--- config.mk ---
export PLATFORM = sky130hd
export DESIGN_NAME = clk_en_sched
export DESIGN_NICKNAME = d
export VERILOG_FILES = /design/src/rtl/clk_en_sched.sv
export SDC_FILE = /design/constraint.sdc
export NUM_CORES = 1
export LEC_CHECK = 0
export CORE_ASPECT_RATIO = 1.2
export CORE_MARGIN = 5
export CORE_UTILIZATION = 58
export DETAILED_ROUTE_END_ITERATION = 8
export DONT_BUFFER_PORTS = 1
export GPL_ROUTABILITY_DRIVEN = 0
export PLACE_DENSITY_LB_ADDON = 0.1
export SYNTH_ARGS = -nofsm -noshare
export SYNTH_HDL_FRONTEND = slang
export SYNTH_SLANG_ARGS = --single-unit
--- constraint.sdc ---
create_clock -name fpga_clk -period 4.66 [get_ports fpga_clk]
set_clock_uncertainty 0.2 [all_clocks]
set_input_delay 0.932 -clock fpga_clk [delete_from_list [all_inputs] [get_ports fpga_clk]]
set_output_delay 0.932 -clock fpga_clk [all_outputs]
set_load 0.01 [all_outputs]
--- src/rtl/clk_en_sched.sv ---
// Clock-enable scheduler: a fixed prescaler chain (1 MHz / 1 kHz / 100 Hz / 1 Hz strobes)
// plus a programmable-period strobe whose divisor is written through a valid/ready port.
module clk_en_sched #(
    parameter int PRE         = 100,
    parameter int D1K         = 1000,
    parameter int D100        = 10,
    parameter int D1          = 100,
    parameter int DIV_W       = 27,
    parameter int DIV_DEFAULT = 100000000
) (
    input  logic             fpga_clk,
    input  logic             reset,
    input  logic             start,
    input  logic             stop,
    input  logic             cfg_valid,
    input  logic [DIV_W-1:0] cfg_div,
    output logic             cfg_ready,
    output logic             tick_1mhz,
    output logic             tick_1khz,
    output logic             tick_100hz,
    output logic             tick_1hz,
    output logic             tick_prog,
    output logic             running
);

    localparam int PRE_W  = (PRE  > 1) ? $clog2(PRE)  : 1;
    localparam int D1K_W  = (D1K  > 1) ? $clog2(D1K)  : 1;
    localparam int D100_W = (D100 > 1) ? $clog2(D100) : 1;
    localparam int D1_W   = (D1   > 1) ? $clog2(D1)   : 1;

    typedef enum logic {
        IDLE,
        RUN
    } state_t;

    state_t state, next_state;

    logic [PRE_W-1:0]  pre_cnt;
    logic [D1K_W-1:0]  k_cnt;
    logic [D100_W-1:0] h_cnt;
    logic [D1_W-1:0]   s_cnt;
    logic [DIV_W-1:0]  prog_cnt;
    logic [DIV_W-1:0]  div_reg;
    logic [DIV_W-1:0]  pend_div;
    logic              pending;

    logic              advance;
    logic              to_idle;
    logic              accept;
    logic              pre_wrap;
    logic              k_wrap;
    logic              h_wrap;
    logic              s_wrap;
    logic              prog_wrap;
    logic [DIV_W-1:0]  cfg_clamped;

    always_ff @(posedge fpga_clk or negedge reset) begin
        if (!reset) begin
            state <= IDLE;
        end else begin
            state <= next_state;
        end
    end

    // Simultaneous start and stop always resolves to IDLE.
    always_comb begin
        next_state = state;
        case (state)
            IDLE:    if (start && !stop) next_state = RUN;
            RUN:     if (stop)           next_state = IDLE;
            default: next_state = IDLE;
        endcase
    end

    always_comb begin
        advance     = (state == RUN) && (next_state == RUN);
        to_idle     = (state == RUN) && (next_state == IDLE);
        accept      = cfg_valid && cfg_ready;
        cfg_clamped = (cfg_div < DIV_W'(2)) ? DIV_W'(2) : cfg_div;
        pre_wrap    = (pre_cnt == PRE_W'(PRE - 1));
        k_wrap      = pre_wrap && (k_cnt == D1K_W'(D1K - 1));
        h_wrap      = k_wrap && (h_cnt == D100_W'(D100 - 1));
        s_wrap      = h_wrap && (s_cnt == D1_W'(D1 - 1));
        prog_wrap   = (prog_cnt == (div_reg - DIV_W'(1)));
    end

    // Counters and strobes only move while RUN persists across the edge; entering or
    // leaving RUN clears every phase so a restart is cycle-identical to the first run.
    always_ff @(posedge fpga_clk or negedge reset) begin
        if (!reset) begin
            pre_cnt    <= '0;
            k_cnt      <= '0;
            h_cnt      <= '0;
            s_cnt      <= '0;
            prog_cnt   <= '0;
            tick_1mhz  <= 1'b0;
            tick_1khz  <= 1'b0;
            tick_100hz <= 1'b0;
            tick_1hz   <= 1'b0;
            tick_prog  <= 1'b0;
        end else if (!advance) begin
            pre_cnt    <= '0;
            k_cnt      <= '0;
            h_cnt      <= '0;
            s_cnt      <= '0;
            prog_cnt   <= '0;
            tick_1mhz  <= 1'b0;
            tick_1khz  <= 1'b0;
            tick_100hz <= 1'b0;
            tick_1hz   <= 1'b0;
            tick_prog  <= 1'b0;
        end else begin
            tick_1mhz  <= pre_wrap;
            tick_1khz  <= k_wrap;
            tick_100hz <= h_wrap;
            tick_1hz   <= s_wrap;
            tick_prog  <= prog_wrap;
            pre_cnt    <= pre_wrap ? '0 : pre_cnt + PRE_W'(1);
            if (pre_wrap) begin
                k_cnt <= k_wrap ? '0 : k_cnt + D1K_W'(1);
            end
            if (k_wrap) begin
                h_cnt <= h_wrap ? '0 : h_cnt + D100_W'(1);
            end
            if (h_wrap) begin
                s_cnt <= s_wrap ? '0 : s_cnt + D1_W'(1);
            end
            prog_cnt <= prog_wrap ? '0 : prog_cnt + DIV_W'(1);
        end
    end

    // A write taken mid-run is parked until the current programmable period ends, or
    // until stop, so the running period never sees a divisor change.
    always_ff @(posedge fpga_clk or negedge reset) begin
        if (!reset) begin
            div_reg  <= DIV_W'(DIV_DEFAULT);
            pend_div <= '0;
            pending  <= 1'b0;
        end else if (state == IDLE) begin
            pending <= 1'b0;
            if (accept) begin
                div_reg <= cfg_clamped;
            end
        end else if (to_idle) begin
            pending <= 1'b0;
            if (pending) begin
                div_reg <= pend_div;
            end else if (accept) begin
                div_reg <= cfg_clamped;
            end
        end else begin
            if (pending && prog_wrap) begin
                div_reg <= pend_div;
                pending <= 1'b0;
            end else if (accept) begin
                pend_div <= cfg_clamped;
                pending  <= 1'b1;
            end
        end
    end

    assign cfg_ready = ~pending;
    assign running   = (state == RUN);

endmodule
==> metrics.csv, run 1 <==
stage,metric,value,unit
global_routing,grt_pass1_vias,5208,
power,leakage,0.00279,uW
cts,clock-sinks,116,
power,p_switching,773,uW
synthesis,synth-compound-area-share,14.1,%
place,hpwl,10.8,mm
worst_setup_path,cpPeakStageDelay,0.59,ns
cells_and_area,layout_commonest_cell,dfrtp_1,
synthesis,synth_top_area_share,39.2,%
worst_setup_path,end_kind,flop,
timing,final.setup.tns,0,ns
timing,hold_violations,0,
synthesis,yosysSeqAreaShare,44.0,%
synthesis,synth_area,6630,sq um
floorplan,rows,42,
global_routing,grt_util_all_layers,24.6,%
synthesis,ys_seq_elements,116,
worst_setup_path,cp_num_buf_inv,2,
synthesis,synthMuxAreaShare,4.88,%
power,power_frac_clock,43.0,%
floorplan,core,11100,sq um
drt,drc_errors,0,
worst_setup_path,slowest_stage,or4b_1,
timing,rsz0062_at_grt,false,
synthesis,yosysUniqueCellTypes,65,
worst_setup_path,crit_path_max_fanout,27,
timing,fmax,0.244,GHz
cts,clk_path_buf_depth,2,
global_routing,grt_max_degree,66,
synthesis,async_flop_share,100,%
power,p_seq_share,43.4,%
cts,path_clk_slew,0.05,ns
synthesis,synthSimpleGateAreaFrac,21.9,%
cells_and_area,layout.nets,713,
timing,slew_headroom,24.7,%
synthesis,synth_cells,683,
cts,cts_resized,0,
synthesis,synth.area.top_cells,"dfrtp_1 (39%), xnor2_1 (5.4%), dfstp_2 (4.8%)",
drt,viasPerCell,6.21,
drt,drt-total-wl,15.9,mm
synthesis,ys_warn_count,0,
flow_run,cap_viol_max_count,0,
power,power_density,393,nW/um^2
global_routing,antenna_found_initial,0,
synthesis,synth.net_count,722,
floorplan,io_pins,39,
floorplan,die_w,108,microns
power,peakVddDrop,0.000318,V
cts,clock_latency,0.42,ns
cells_and_area,nFillCells,938,
cts,htree_levels,4,
synthesis,yosys.area.top_type,dfrtp_1,
power,p_int,2100,uW
timing,post-route-period-util,87.9,%
cts,cts_tree,built,
cells_and_area,n_antenna_cell,0,
timing,setup_viol,0,
status,outcome,"finished, final reports clean",
cells_and_area,multi_input_area,3480,sq um
synthesis,syn-mean-instance-area,9.71,sq um
power,sw_frac_of_total,26.9,%
drt,dr.pass1.iters,5,
worst_setup_path,start_kind,flop,
timing,layout_min_cycle_time,4.09,ns
drt,wl_per_cell,18.9,microns
timing,fin_ws,0.566,ns
worst_hold_path,hold_path.class,primary input to asynchronous set/reset pin,
drt,vias,5214,
synthesis,synth_flop_cell,dfrtp_1,
power,combPwrFrac,13.6,%
cts,root_buffer,clkbuf_16,
cells_and_area,drive_gt1_share,15.9,%
global_routing,grt_first_pass_wirelength,26.3,mm
worst_setup_path,cp.required,4.79,ns
synthesis,synth_edf_count,0,
place,io_buffers,0,
global_routing,gr-total-overflow,0,
cts,cts_buffers,17,
worst_setup_path,crit_chain,inv_1 > ha_1 > or4b_1 > nor4_4 > mux2_2 > nor4_2 > o2111a_1 > nand4_1 > or4b_1 > buf_4 > a22oi_1,
synthesis,synthXorXnorAreaFrac,10.1,%
worst_setup_path,crit_top_cell,or4b_1,
floorplan,die_height,127,microns
place,place_ws,0.599,ns
timing,max_slew.worst_pin.slew,1.13,ns
drt,ant_nets,0,
synthesis,synth-adder-area-share,1.32,%
place,placed_area,6690,sq um
worst_setup_path,crit_type,flop to flop,
worst_setup_path,worstPathArrival,4.23,ns
floorplan,die_area,13700,sq um
cells_and_area,areaGrowthSynthToFinish,10.2,%
synthesis,synth_top_family_by_area,simple AND/OR/NAND/NOR gates,
cells_and_area,utilization,65.6,%
cells_and_area,final_area,7310,sq um
drt,drtIter0Drc,376,
cells_and_area,final_cell_mix,"dfrtp_1 (104), nor2_1 (83), nor3_1 (42), xnor2_1 (41), nand2_1 (38)",
cells_and_area,seq_area,2920,sq um
timing,report.final.slew_viol_count,0,
worst_setup_path,crit_family,simple AND/OR/NAND/NOR gates,
floorplan,start_util,59.5,%
-- stage by stage --
stage,total power [uW],hold slack (ns),cells
floorplan,1530,0.255,683
global placement,1600,0.269,806
detailed placement,1620,0.288,806
CTS,2890,0.120,840
global route,3000,0.120,840
finish,2870,0.128,840
-- cells in the mapped netlist, types with 4 or more instances --
cell and instances:
dfstp_2 12, a22oi_1 8, or3_1 10, nor4_1 16
buf_6 7, nor2_1 84, o21ai_0 26, ha_1 7
nand4_1 14, xnor2_1 41, xor2_1 33, nor3_1 42
clkbuf_1 27, inv_1 13, or4_1 4, nand2b_1 6
and2_1 4, o22ai_1 25, a211oi_1 4, and3_1 8
dfrtp_1 104, o31ai_1 8, mux2_2 27, a22oi_2 20
nand2_1 38, a21oi_1 8, nand3_1 32
-- routing by layer --
metal	track usage [%]	vias to the layer above	part of all wire [%]
li1	-	2472	-
met1	30.4	2559	41
met2	40.7	153	51
met3	6.10	30	4.8
met4	10.8	0	3.1
met5	0	-	0
-- final cells by class --
type	instances	share of cell area, %
Timing Repair Buffer	10	1.51
Sequential cell	116	39.9
Clock buffer	21	6.16
Inverter	13	0.668
Tap cell	154	2.64
Clock inverter	10	1.49
Multi-Input combinational cell	516	47.6
-- what timing repair did --
| action | CTS | global route |
|---|---|---|
| hold buffers | 3 | 0 |
| setup buffers | 0 | 0 |
| hold endpoints to repair | 65 | 0 |
-- worst paths after layout --
check                                       startpoint                      end  slack (ns)  cells past startpoint
worst max-delay path            div_reg[0]$_DFFE_PN0P_   div_reg[5]$_DFFE_PN0P_        0.57                     11
worst min-delay path                             reset  div_reg[11]$_DFFE_PN0P_        0.13                      1
worst max register to register  div_reg[0]$_DFFE_PN0P_   div_reg[5]$_DFFE_PN0P_        0.57                     11
worst min register to register    pre_cnt[0]$_DFF_PN0_     pre_cnt[0]$_DFF_PN0_        0.29                      1
max in group asynchronous                        reset     k_cnt[2]$_DFFE_PN0P_        2.62                      1
min in group fpga_clk             pre_cnt[0]$_DFF_PN0_     pre_cnt[0]$_DFF_PN0_        0.29                      1
-- power by group through the flow --
stage	Combinational (uW)	Sequential, uW	Clock [uW]
2_1_floorplan	325	1200	0
3_3_place_gp	348	1250	0
3_5_place_dp	364	1260	0
4_1_cts	391	1240	1250
5_1_grt	432	1260	1310
6_report	391	1250	1240
-- cells by family (layout without fill, tap and decap cells) --
logic type	count (synthesis)	count (layout)
AO/OA/AOI/OAI	122	122
adder cells (fa/ha/maj)	7	7
XOR/XNOR	75	75
AND/OR/NAND/NOR	283	283
multiplexers	29	29
flip-flops	116	116
buffers and inverters	51	54
Note: power is estimated with default switching activity, not from simulation.
==> run 2: changes to the inputs <==
- MAX_ROUTING_LAYER: not set -> met4
==> run 2 against run 1 <==
  * Register-to-register slack hardly changed
  * Non-clock buffer count stayed put
  * Fmax is 0.11% higher
  * Die area stayed put
  * Largest cell class unchanged
  * Critical path type unchanged
  * Final cell count stayed put
  * Highest routed layer unchanged
==> metrics.csv, run 2 (synthesized netlist as in run 1, its figures left out) <==
stage,metric,value,unit,change
timing,slew_headroom,26.5,%,+1.9 points
timing,final.setup.tns,0,ns,unchanged
worst_setup_path,crit_path_max_fanout,27,,unchanged
drt,drc_errors,0,,unchanged
worst_setup_path,start_kind,flop,,
floorplan,die_height,127,microns,unchanged
cts,holdBufCountCts,3,,unchanged
floorplan,die_area,13700,sq um,unchanged
global_routing,grt_max_degree,66,,unchanged
global_routing,gr-total-overflow,0,,unchanged
cells_and_area,nFillCells,938,,unchanged
power,p_switching,776,uW,+0.28%
cts,clock_latency,0.42,ns,about the same
worst_setup_path,end_kind,flop,,
worst_setup_path,r2r-end,div_reg[5]$_DFFE_PN0P_,,
global_routing,antenna_found_initial,0,,unchanged
drt,viasPerCell,6.23,,+0.42%
drt,dr.pass1.iters,5,,unchanged
place,hpwl,10.8,mm,unchanged
cts,root_buffer,clkbuf_16,,
cts,path_clk_slew,0.05,ns,about the same
drt,ant_nets,0,,unchanged
worst_setup_path,r2r_start,div_reg[0]$_DFFE_PN0P_,,
worst_setup_path,slowest_stage,or4b_1,,
worst_hold_path,hold_path.class,primary input to asynchronous set/reset pin,,
place,io_buffers,0,,unchanged
power,power_frac_clock,43.0,%,about the same
flow_run,cap_viol_max_count,0,,unchanged
power,p_seq_share,43.4,%,about the same
cells_and_area,final_cell_mix,"dfrtp_1 (104), nor2_1 (83), nor3_1 (42), xnor2_1 (41), nand2_1 (38)",,
timing,post-route-period-util,87.8,%,-0.094 points
cells_and_area,layout_commonest_cell,dfrtp_1,,
worst_setup_path,worstPathArrival,4.22,ns,about the same
timing,hold_violations,0,,unchanged
worst_setup_path,r2r_setup_slack,0.57,ns,about the same
floorplan,io_pins,39,,unchanged
cells_and_area,multi_input_area,3480,sq um,unchanged
floorplan,die_w,108,microns,unchanged
worst_setup_path,crit_chain,inv_1 > ha_1 > or4b_1 > nor4_4 > mux2_2 > nor4_2 > o2111a_1 > nand4_1 > or4b_1 > buf_4 > a22oi_1,,
worst_setup_path,crit_type,flop to flop,,
cts,cts_tree,built,,
timing,max_slew.worst_pin.slew,1.10,ns,-0.0280 ns
drt,drtIter0Drc,391,,+4.0%
drt,vias,5236,,+0.42%
worst_setup_path,crit_top_cell,or4b_1,,
power,sw_frac_of_total,27.0,%,+0.055 points
cts,cts_resized,0,,unchanged
power,p_int,2100,uW,about the same
power,combPwrFrac,13.6,%,about the same
status,outcome,"finished, final reports clean",,
power,leakage,0.00279,uW,unchanged
timing,report.final.slew_viol_count,0,,unchanged
cts,clock-sinks,116,,unchanged
floorplan,start_util,59.5,%,unchanged
drt,drt-total-wl,16.0,mm,+0.54%
timing,layout_min_cycle_time,4.09,ns,-0.00436 ns
global_routing,grt_util_all_layers,25.3,%,+0.73 points
cells_and_area,areaGrowthSynthToFinish,10.2,%,unchanged
worst_setup_path,cp.required,4.79,ns,about the same
timing,setup_viol,0,,unchanged
global_routing,grt_first_pass_wirelength,26.3,mm,about the same
cells_and_area,n_antenna_cell,0,,unchanged
cts,cts_setup_buffers,0,,unchanged
power,peakVddDrop,0.000318,V,about the same
cells_and_area,final_area,7310,sq um,unchanged
power,power_density,393,nW/um^2,about the same
cells_and_area,drive_gt1_share,15.9,%,unchanged
cts,cts_buffers,17,,unchanged
cts,htree_levels,4,,unchanged
cts,clk_path_buf_depth,2,,unchanged
timing,rsz0062_at_grt,false,,
cells_and_area,layout.nets,713,,unchanged
global_routing,grt_pass1_vias,5200,,-0.15%
cells_and_area,seq_area,2920,sq um,unchanged
place,placed_area,6690,sq um,unchanged
drt,wl_per_cell,19.0,microns,+0.54%
worst_setup_path,worstRegToRegCells,11,,unchanged
floorplan,rows,42,,unchanged
floorplan,core,11100,sq um,unchanged
worst_setup_path,cpPeakStageDelay,0.59,ns,about the same
timing,fmax,0.245,GHz,+0.11%
[run 2: final cells by class]
| type | count | share of cell area [%] |
|---|---|---|
| clock inverter | 10 | 1.49 |
| tap | 154 | 2.64 |
| inverter | 13 | 0.668 |
| sequential | 116 | 39.9 |
| multi-input combinational | 516 | 47.6 |
| clock buffer | 21 | 6.16 |
| timing repair buffer | 10 | 1.51 |
[run 2: metal layers]
layer / global-route usage [%] / routed length, microns / up-vias / part of all wire, %
met3: 5.65 / 712 / 32 / 4.5
met5: - / 0 / - / 0
met2: 40.7 / 8090 / 153 / 51
met1: 30.7 / 6640 / 2585 / 42
li1: - / - / 2466 / -
met4: 10.8 / 532 / 0 / 3.3
[run 2: power groups by stage]
stage               clock [uW]  combinational, uW  sequential [uW]
finish                    1240                391             1250
global route              1310                432             1260
CTS                       1250                391             1240
detailed placement           0                364             1260
global placement             0                348             1250
floorplan                    0                325             1200
[run 2: stage by stage]
stage / hold WS, ns / instances / worst slack (ns) / total power, uW / util [%]
final: 0.126 / 840 / 0.570 / 2880 / 65.6
after global routing: 0.120 / 840 / 0.326 / 3000 / 65.6
after CTS: 0.120 / 840 / 0.570 / 2890 / 65.6
after detailed placement: 0.288 / 806 / 0.599 / 1620 / 60.1
after global placement: 0.269 / 806 / 0.762 / 1600 / 60.1
after floorplan: 0.255 / 683 / 0.924 / 1530 / -
[run 2: critical path: cells and delay by family, from the launching register on]
kind | cells | cell delay (ns)
buffers and inverters | 2 | 0.34
and+or+nand+nor | 5 | 1.94
DFF | 1 | 0.43
AOI/OAI and AO/OA | 2 | 0.44
adders and majority gates | 1 | 0.22
muxes | 1 | 0.41
[run 2: worst max path at each step]
stage                                   end                    from  slack [ns]
finish               div_reg[5]$_DFFE_PN0P_  div_reg[0]$_DFFE_PN0P_        0.57
CTS                  div_reg[5]$_DFFE_PN0P_  div_reg[0]$_DFFE_PN0P_        0.57
floorplan           div_reg[17]$_DFFE_PN0P_  div_reg[9]$_DFFE_PN0P_        0.92
global placement     div_reg[0]$_DFFE_PN0P_  div_reg[0]$_DFFE_PN0P_        0.76
global route         div_reg[3]$_DFFE_PN0P_  div_reg[0]$_DFFE_PN0P_        0.33
detailed placement   div_reg[5]$_DFFE_PN0P_  div_reg[0]$_DFFE_PN0P_        0.60
==> run 3: changes to the inputs <==
- ABC_CLOCK_PERIOD_IN_PS: not set -> 4660
- SLEW_MARGIN: not set -> 10
==> results of run 3 <==
The final DEF is identical to that of run 2; final timing and power are the same.
